===== config.mk =====
export PLATFORM = sky130hd
export DESIGN_NAME = sram_arbiter
export DESIGN_NICKNAME = d
export VERILOG_FILES = /design/src/rtl/sram_arbiter.sv
export SDC_FILE = /design/constraint.sdc
export NUM_CORES = 1
export LEC_CHECK = 0
export BUFFER_PORTS_ARGS = -buffer_cell sky130_fd_sc_hd__buf_4
export CAP_MARGIN = 20
export CORE_ASPECT_RATIO = 1.4
export CORE_MARGIN = 2
export CORE_UTILIZATION = 51
export CTS_BUF_LIST = sky130_fd_sc_hd__clkbuf_4 sky130_fd_sc_hd__clkbuf_8
export CTS_CLUSTER_SIZE = 20
export DETAILED_ROUTE_END_ITERATION = 10
export PLACE_DENSITY = 0.88
export SYNTH_ARGS = -nofsm -noshare
export SYNTH_HDL_FRONTEND = slang
export SYNTH_SLANG_ARGS = --single-unit
export TNS_END_PERCENT = 20

===== constraint.sdc =====
create_clock -name clka -period 2.8 [get_ports clka]
set_input_delay 0.56 -clock clka [delete_from_list [all_inputs] [get_ports clka]]
set_output_delay 0.56 -clock clka [all_outputs]
set_load 0.05 [all_outputs]

===== src/rtl/sram_arbiter.sv =====
// Round-robin arbiter multiplexing two req/ack clients onto the single-port
// SRAM wrapper interface, holding each access stable for LAT cycles.
module sram_arbiter #(
  parameter int AW  = 18,
  parameter int LAT = 2
) (
  input  logic          clka,
  input  logic          reset_n,
  input  logic          a_req,
  input  logic          a_we,
  input  logic [AW-1:0] a_addr,
  input  logic [7:0]    a_din,
  output logic          a_ack,
  output logic [7:0]    a_dout,
  input  logic          b_req,
  input  logic          b_we,
  input  logic [AW-1:0] b_addr,
  input  logic [7:0]    b_din,
  output logic          b_ack,
  output logic [7:0]    b_dout,
  output logic          mem_ena,
  output logic          mem_wea,
  output logic [AW-1:0] mem_addr,
  output logic [7:0]    mem_din,
  input  logic [7:0]    mem_dout
);

  localparam int CW = (LAT > 1) ? $clog2(LAT) : 1;

  typedef enum logic [1:0] {IDLE, ACCESS, DONE} state_t;

  state_t        state_q;
  logic          last_b_q;
  logic [CW-1:0] cnt_q;
  logic          a_ack_q, b_ack_q;
  logic          ena_q, wea_q;
  logic [AW-1:0] addr_q;
  logic [7:0]    din_q;
  logic [7:0]    a_dout_q, b_dout_q;
  logic          grant_b_d;

  // last_b_q doubles as the grantee identity for the whole access
  always_comb grant_b_d = b_req && (!a_req || !last_b_q);

  always_ff @(posedge clka or negedge reset_n) begin
    if (!reset_n) begin
      state_q  <= IDLE;
      last_b_q <= 1'b1;
      cnt_q    <= '0;
      a_ack_q  <= 1'b0;
      b_ack_q  <= 1'b0;
      ena_q    <= 1'b0;
      wea_q    <= 1'b0;
      addr_q   <= '0;
      din_q    <= '0;
      a_dout_q <= '0;
      b_dout_q <= '0;
    end else begin
      a_ack_q <= 1'b0;
      b_ack_q <= 1'b0;
      case (state_q)
        IDLE: begin
          if (a_req || b_req) begin
            ena_q    <= 1'b1;
            wea_q    <= grant_b_d ? b_we   : a_we;
            addr_q   <= grant_b_d ? b_addr : a_addr;
            din_q    <= grant_b_d ? b_din  : a_din;
            cnt_q    <= CW'(LAT - 1);
            last_b_q <= grant_b_d;
            state_q  <= ACCESS;
          end
        end
        ACCESS: begin
          if (cnt_q == '0) begin
            ena_q <= 1'b0;
            wea_q <= 1'b0;
            if (!wea_q) begin
              if (last_b_q) b_dout_q <= mem_dout;
              else          a_dout_q <= mem_dout;
            end
            if (last_b_q) b_ack_q <= 1'b1;
            else          a_ack_q <= 1'b1;
            state_q <= DONE;
          end else begin
            cnt_q <= cnt_q - 1'b1;
          end
        end
        DONE: begin
          state_q <= IDLE;
        end
        default: state_q <= IDLE;
      endcase
    end
  end

  assign a_ack    = a_ack_q;
  assign b_ack    = b_ack_q;
  assign a_dout   = a_dout_q;
  assign b_dout   = b_dout_q;
  assign mem_ena  = ena_q;
  assign mem_wea  = wea_q;
  assign mem_addr = addr_q;
  assign mem_din  = din_q;

endmodule


==> results.toml, run 1 <==
[synthesis]
synth.avg_cell_area_um2 = 15.4
synthTopCellsByCount = "mux2_2, dfrtp_1, mux2_4, nand2_1, buf_6"
ys_types = 21
synth_edf_count = 0
syn-num-nets = 213
postSynthCellCount = 147
synth.area.top_cells = "dfrtp_1, mux2_2, mux2_4"
ys_seq_area_share_pct = 55.4
ys_warn_count = 0
syn_area_um2 = 2260
synth.most_common_cell = "mux2_2"
ys_ff_latch = 50
yosys_most_used_dff = "dfrtp_1"
synth_async_sr_flop_share_pct = 100
synth_top_area_share_pct = 54.2
yosysTopAreaCell = "dfrtp_1"

[drt]
wl_met2_um = 2590
top_layer_used = "met4"
drtIter0Drc = 47
wl_met1_um = 1770
detail-route-antenna-nets = 0
wl_met3_um = 378
drc = 0
drt-vias-per-instance = 4.93
dr.pass1.iters = 2
wl_per_cell_um = 15.2
drt_wl_total_um = 4850
vias = 1573

[final_layout]
syn_to_final_growth_pct = 41.9
diodes = 0
fin_area_um2 = 3210
drive_gt1_share_pct = 74.5
stdcell_count = 319
nNetsFinal = 325

[worst_setup_path]
worst-path-buf-inv = 1
crit_path_end_kind = "flop"
cpPeakStageDelay_ns = 0.64
start_kind = "flop"
crit_type = "flop to flop"
crit_path_top_delay_cell = "dfstp_2"
worstPathArrival_ns = 2.10
critPathMaxFanout = 27
worst_path_most_repeated_cell = "mux2_2"
required_ns = 3.00
cp_top_family = "multiplexers"
crit_chain = "a21bo_1 > buf_4 > mux2_2 > mux2_2"

[global_route]
grt_pass1_vias = 1661
grt_max_degree = 51
antenna_found_initial = 0
grt_use_total_pct = 20.8
grt_pass1_wl_um = 7780
grt_overflow_total = 0

[clock_tree]
cts_setup_buffers = 0
cts_root_buf = "clkbuf_8"
clock_latency_ns = 0.30
clock_path_buffers = 2
clk_pin_slew_worst_paths_ns = 0.08
cts_buffers = 5
postCtsHoldBufs = 0
cts_sinks = 50
htreeDepth = 2
tritoncts = "yes"
ctsResizeCount = 0

[die]
io_pins = 112
std_cell_rows = 28
die_h_um = 82.8
fp.dieArea_um2 = 4990
die_x_um = 60.3
core_um2 = 4240
start_util_pct = 53.4

[placed_design]
gp_congestion = 0.715
place_worst_setup_slack_ns = 0.794
place_hpwl_um = 3620
dpl.cell_count = 312
placed_cell_area_um2 = 3130
io_buffers = 111

[outcome]
run_status = "complete, no violations"

[pwr]
ir_worst_vdd_mv = 0.869
powerDensity_nw_per_um2 = 1360
power_leakage_uw = 0.00159

[timing]
rsz0062_at_grt = "no"
maxSlewViolCount = 0
fin_ws_ns = 0.894
setup_viol = 0
setup-tns-final_ns = 0
hold_violations = 0
max_freq_ghz = 0.525
tightest_slew_ns = 0.611
fin_crit_sh_pct = 68.1
period_needed_ns = 1.91
relSlewSlack_pct = 59.3
skew_ns = 0.00408

[job]
cap_violations = 0

[hold_path]
holdCritPathClass = "input port to asynchronous set/reset pin"
[report_power, final]
group	switching [uW]	total, uW	internal (uW)
Clock	223	415	192
Sequential	211	1310	1100
Combinational	1670	2630	966
Total	2100	4360	2250
[per-stage QoR]
step                utilization [%]  power, uW  hold WS, ns
floorplan                         -       3210        0.264
global placement               73.8       3930        0.465
detailed placement             73.8       3980        0.487
CTS                            75.7       4400        0.283
global route                   75.7       4570        0.303
finish                         75.7       4360        0.256
[sequential cells by signal (all words and copies together) (netlist names)]
name / cells
a_ack: 1
a_dout: 8
b_ack: 1
b_dout: 8
cnt_q: 1
last_b_q: 1
mem_addr: 18
mem_din: 8
mem_ena: 1
mem_wea: 1
state_q: 2
[cells in the final DEF, fill, tap and decap left out]
cell type  netlist  routed
inv_1            1       1
dfstp_2          1       1
inv_2            1       1
nand3b_4         1       1
a31oi_1          1       1
mux2_2          58      58
nand2_1          5       5
or3b_1           1       1
o21ai_2          0       1
nor2_1           2       2
mux2_4          10      10
mux2i_1          2       2
a21oi_1          1       1
clkbuf_4         0       2
buf_4            0     113
and2_1           1       1
nor3_4           1       1
dfrtp_1         49      49
nand3b_1         1       1
clkbuf_8         0       5
o21ai_0          2       1
a21bo_1          1       1
[worst paths after layout]
path	to	slack (ns)	depth (start not counted)	startpoint
worst max-delay path	mem_addr[14]$_DFFE_PN0P_	0.89	4	last_b_q$_DFFE_PN1P_
worst min-delay path	a_dout[1]$_DFFE_PN0P_	0.26	1	reset_n
worst max register to register	mem_addr[14]$_DFFE_PN0P_	0.89	4	last_b_q$_DFFE_PN1P_
worst min register to register	mem_ena$_DFFE_PN0P_	0.50	2	mem_ena$_DFFE_PN0P_
max in group asynchronous	a_ack$_DFF_PN0_	2.13	1	reset_n
min in group clka	last_b_q$_DFFE_PN1P_	0.43	2	a_req
[area by class of cell]
cell class              instances  area (um2)
flip-flops and latches         50        1250
well taps                      60        75.1
clock buffers                   7        83.8
multi-input cells              87         943
repair buffers                113         848
fillers                       287        1030
inverters                       2        7.51
[cells by family after synthesis]
logic type | Yosys count | synth area share [%]
DFF | 50 | 55.4
AOI/OAI and AO/OA | 5 | 1.38
and+or+nand+nor | 12 | 3.76
buffers and inverters | 10 | 3.10
muxes | 70 | 36.4
[layer usage]
layer / track usage (%) / vias up
met5: 0 / -
met4: 8.69 / 0
met3: 6.07 / 12
met2: 35.8 / 68
met1: 23.1 / 757
li1: - / 736
Note: power is estimated with default switching activity, not from simulation.
==> inputs of run 2 (changes only) <==
- CORE_UTILIZATION: 51 -> 47
- PLACE_DENSITY: 0.88 -> 0.82
- clock period: 2.8 -> 1.89 ns (I/O delays scaled with it)
==> run 2 against run 1 <==
Effect of this change:
- power is 51% higher
- first-iteration DRC count down 19%
- clock skew is 0.0016 ns higher
- clock power up 54%
==> results.toml, run 2 (synthesis results as in run 1) <==
[worst_setup_path]
start_kind = "flop"
worstReg2RegEnd = "a_dout[4]$_DFFE_PN0P_"
crit_path_end_kind = "flop"
rr_worst_depth = 3
rrSetupSlack_ns = 0.19
crit_type = "flop to flop"
r2r-start = "state_q[1]$_DFFE_PN0P_"
required_ns = 2.08
worstPathArrival_ns = 1.89
critPathMaxFanout = 8

[placed_design]
placed_cell_area_um2 = 3170
io_buffers = 111
place_hpwl_um = 3930
gp_congestion = 0.725

[drt]
drc = 0
drt_wl_total_um = 4980
drtIter0Drc = 38
drt-vias-per-instance = 4.97
wl_met2_um = 2830
vias = 1620
wl_met3_um = 363
dr.pass1.iters = 4
wl_met1_um = 1730
detail-route-antenna-nets = 0
wl_per_cell_um = 15.3
top_layer_used = "met4"

[die]
core_um2 = 4570
std_cell_rows = 29
start_util_pct = 49.5
die_h_um = 86.1
io_pins = 112
fp.dieArea_um2 = 5390
die_x_um = 62.6

[global_route]
antenna_found_initial = 0
grt_use_total_pct = 19.5
grt_overflow_total = 0
grt_pass1_wl_um = 8100
grt_pass1_vias = 1664
grt_max_degree = 51

[pwr]
ir_worst_vdd_mv = 1.21
p_total_uw = 6560
power_leakage_uw = 0.00162
powerDensity_nw_per_um2 = 2010

[timing]
skew_ns = 0.00569
fin_crit_sh_pct = 90.1
hold_violations = 0
period_needed_ns = 1.70
max_freq_ghz = 0.587
setup-tns-final_ns = 0
rsz0062_at_grt = "no"
tightest_slew_ns = 0.619
setup_viol = 0
maxSlewViolCount = 0
relSlewSlack_pct = 58.7

[final_layout]
multi_input_area_um2 = 943
layout_commonest_cell = "buf_4"
nNetsFinal = 329
final_cell_mix = "buf_4, mux2_2, dfrtp_1"
seq_area_um2 = 1250
diodes = 0
drive_gt1_share_pct = 75.0
fin_area_um2 = 3270
largest_register_ffs = 18
fillers = 383
syn_to_final_growth_pct = 44.4

[clock_tree]
clock_latency_ns = 0.30
ctsResizeCount = 0
htreeDepth = 2
cts_buffers = 5
postCtsHoldBufs = 0
cts_root_buf = "clkbuf_8"
tritoncts = "yes"
clock_path_buffers = 2
cts_setup_buffers = 0
clk_pin_slew_worst_paths_ns = 0.08
cts_sinks = 50

[job]
cap_violations = 0

[hold_path]
holdCritPathClass = "input port to asynchronous set/reset pin"

[outcome]
run_status = "complete, no violations"
[run 2: cell types whose count changed in the layout (fill, tap and decap cells not counted)]
cell      delta
clkbuf_4     -1
buf_12       +1
clkbuf_8     +1
buf_4        +3
clkinv_2     +1
[run 2: stage by stage]
stage / util (%) / std cells / hold slack, ns / setup WS, ns
after floorplan: - / 147 / 0.0824 / 0.187
after global placement: 69.4 / 318 / 0.441 / 0.215
after detailed placement: 69.4 / 318 / 0.439 / 0.185
after CTS: 71.5 / 326 / 0.109 / 0.167
after global routing: 71.5 / 326 / 0.131 / 0.0908
final: 71.5 / 326 / 0.0883 / 0.187
[run 2: area by class of cell]
class	instances	share of cell area, %
clock buffers	7	2.76
clock inverters	1	0.153
inverters	2	0.230
multi-input cells	87	28.9
flip-flops and latches	50	38.3
well taps	62	2.37
repair buffers	117	27.3
[run 2: power breakdown]
part	total, uW	switching (uW)	leakage (uW)	internal, uW
logic	4000	2510	0.000979	1490
clock network	639	329	0.0000517	310
registers	1920	295	0.000591	1620
[run 2: worst max path at each step]
| stage | startpoint | cells past startpoint | slack, ns | endpoint |
|---|---|---|---|---|
| final | state_q[1]$_DFFE_PN0P_ | 3 | 0.19 | a_dout[4]$_DFFE_PN0P_ |
| after CTS | state_q[1]$_DFFE_PN0P_ | 3 | 0.17 | a_dout[4]$_DFFE_PN0P_ |
| after floorplan | last_b_q$_DFFE_PN1P_ | 6 | 0.19 | mem_addr[0]$_DFFE_PN0P_ |
| after global routing | state_q[1]$_DFFE_PN0P_ | 3 | 0.09 | a_dout[4]$_DFFE_PN0P_ |
| after global placement | state_q[1]$_DFFE_PN0P_ | 3 | 0.22 | a_dout[4]$_DFFE_PN0P_ |
| after detailed placement | state_q[1]$_DFFE_PN0P_ | 3 | 0.19 | a_dout[4]$_DFFE_PN0P_ |
[run 2: worst max-delay path, cell delays in order (launching register included)]
cell	delay, ns
dfrtp_1	0.40
or3b_1	0.44
nor3_4	0.36
mux2_2	0.39
[run 2: metal layers]
metal | vias to the layer above | track usage, %
li1 | 746 | -
met2 | 67 | 36.3
met5 | - | 0
met1 | 801 | 20.9
met3 | 6 | 6.04
met4 | 0 | 6.06
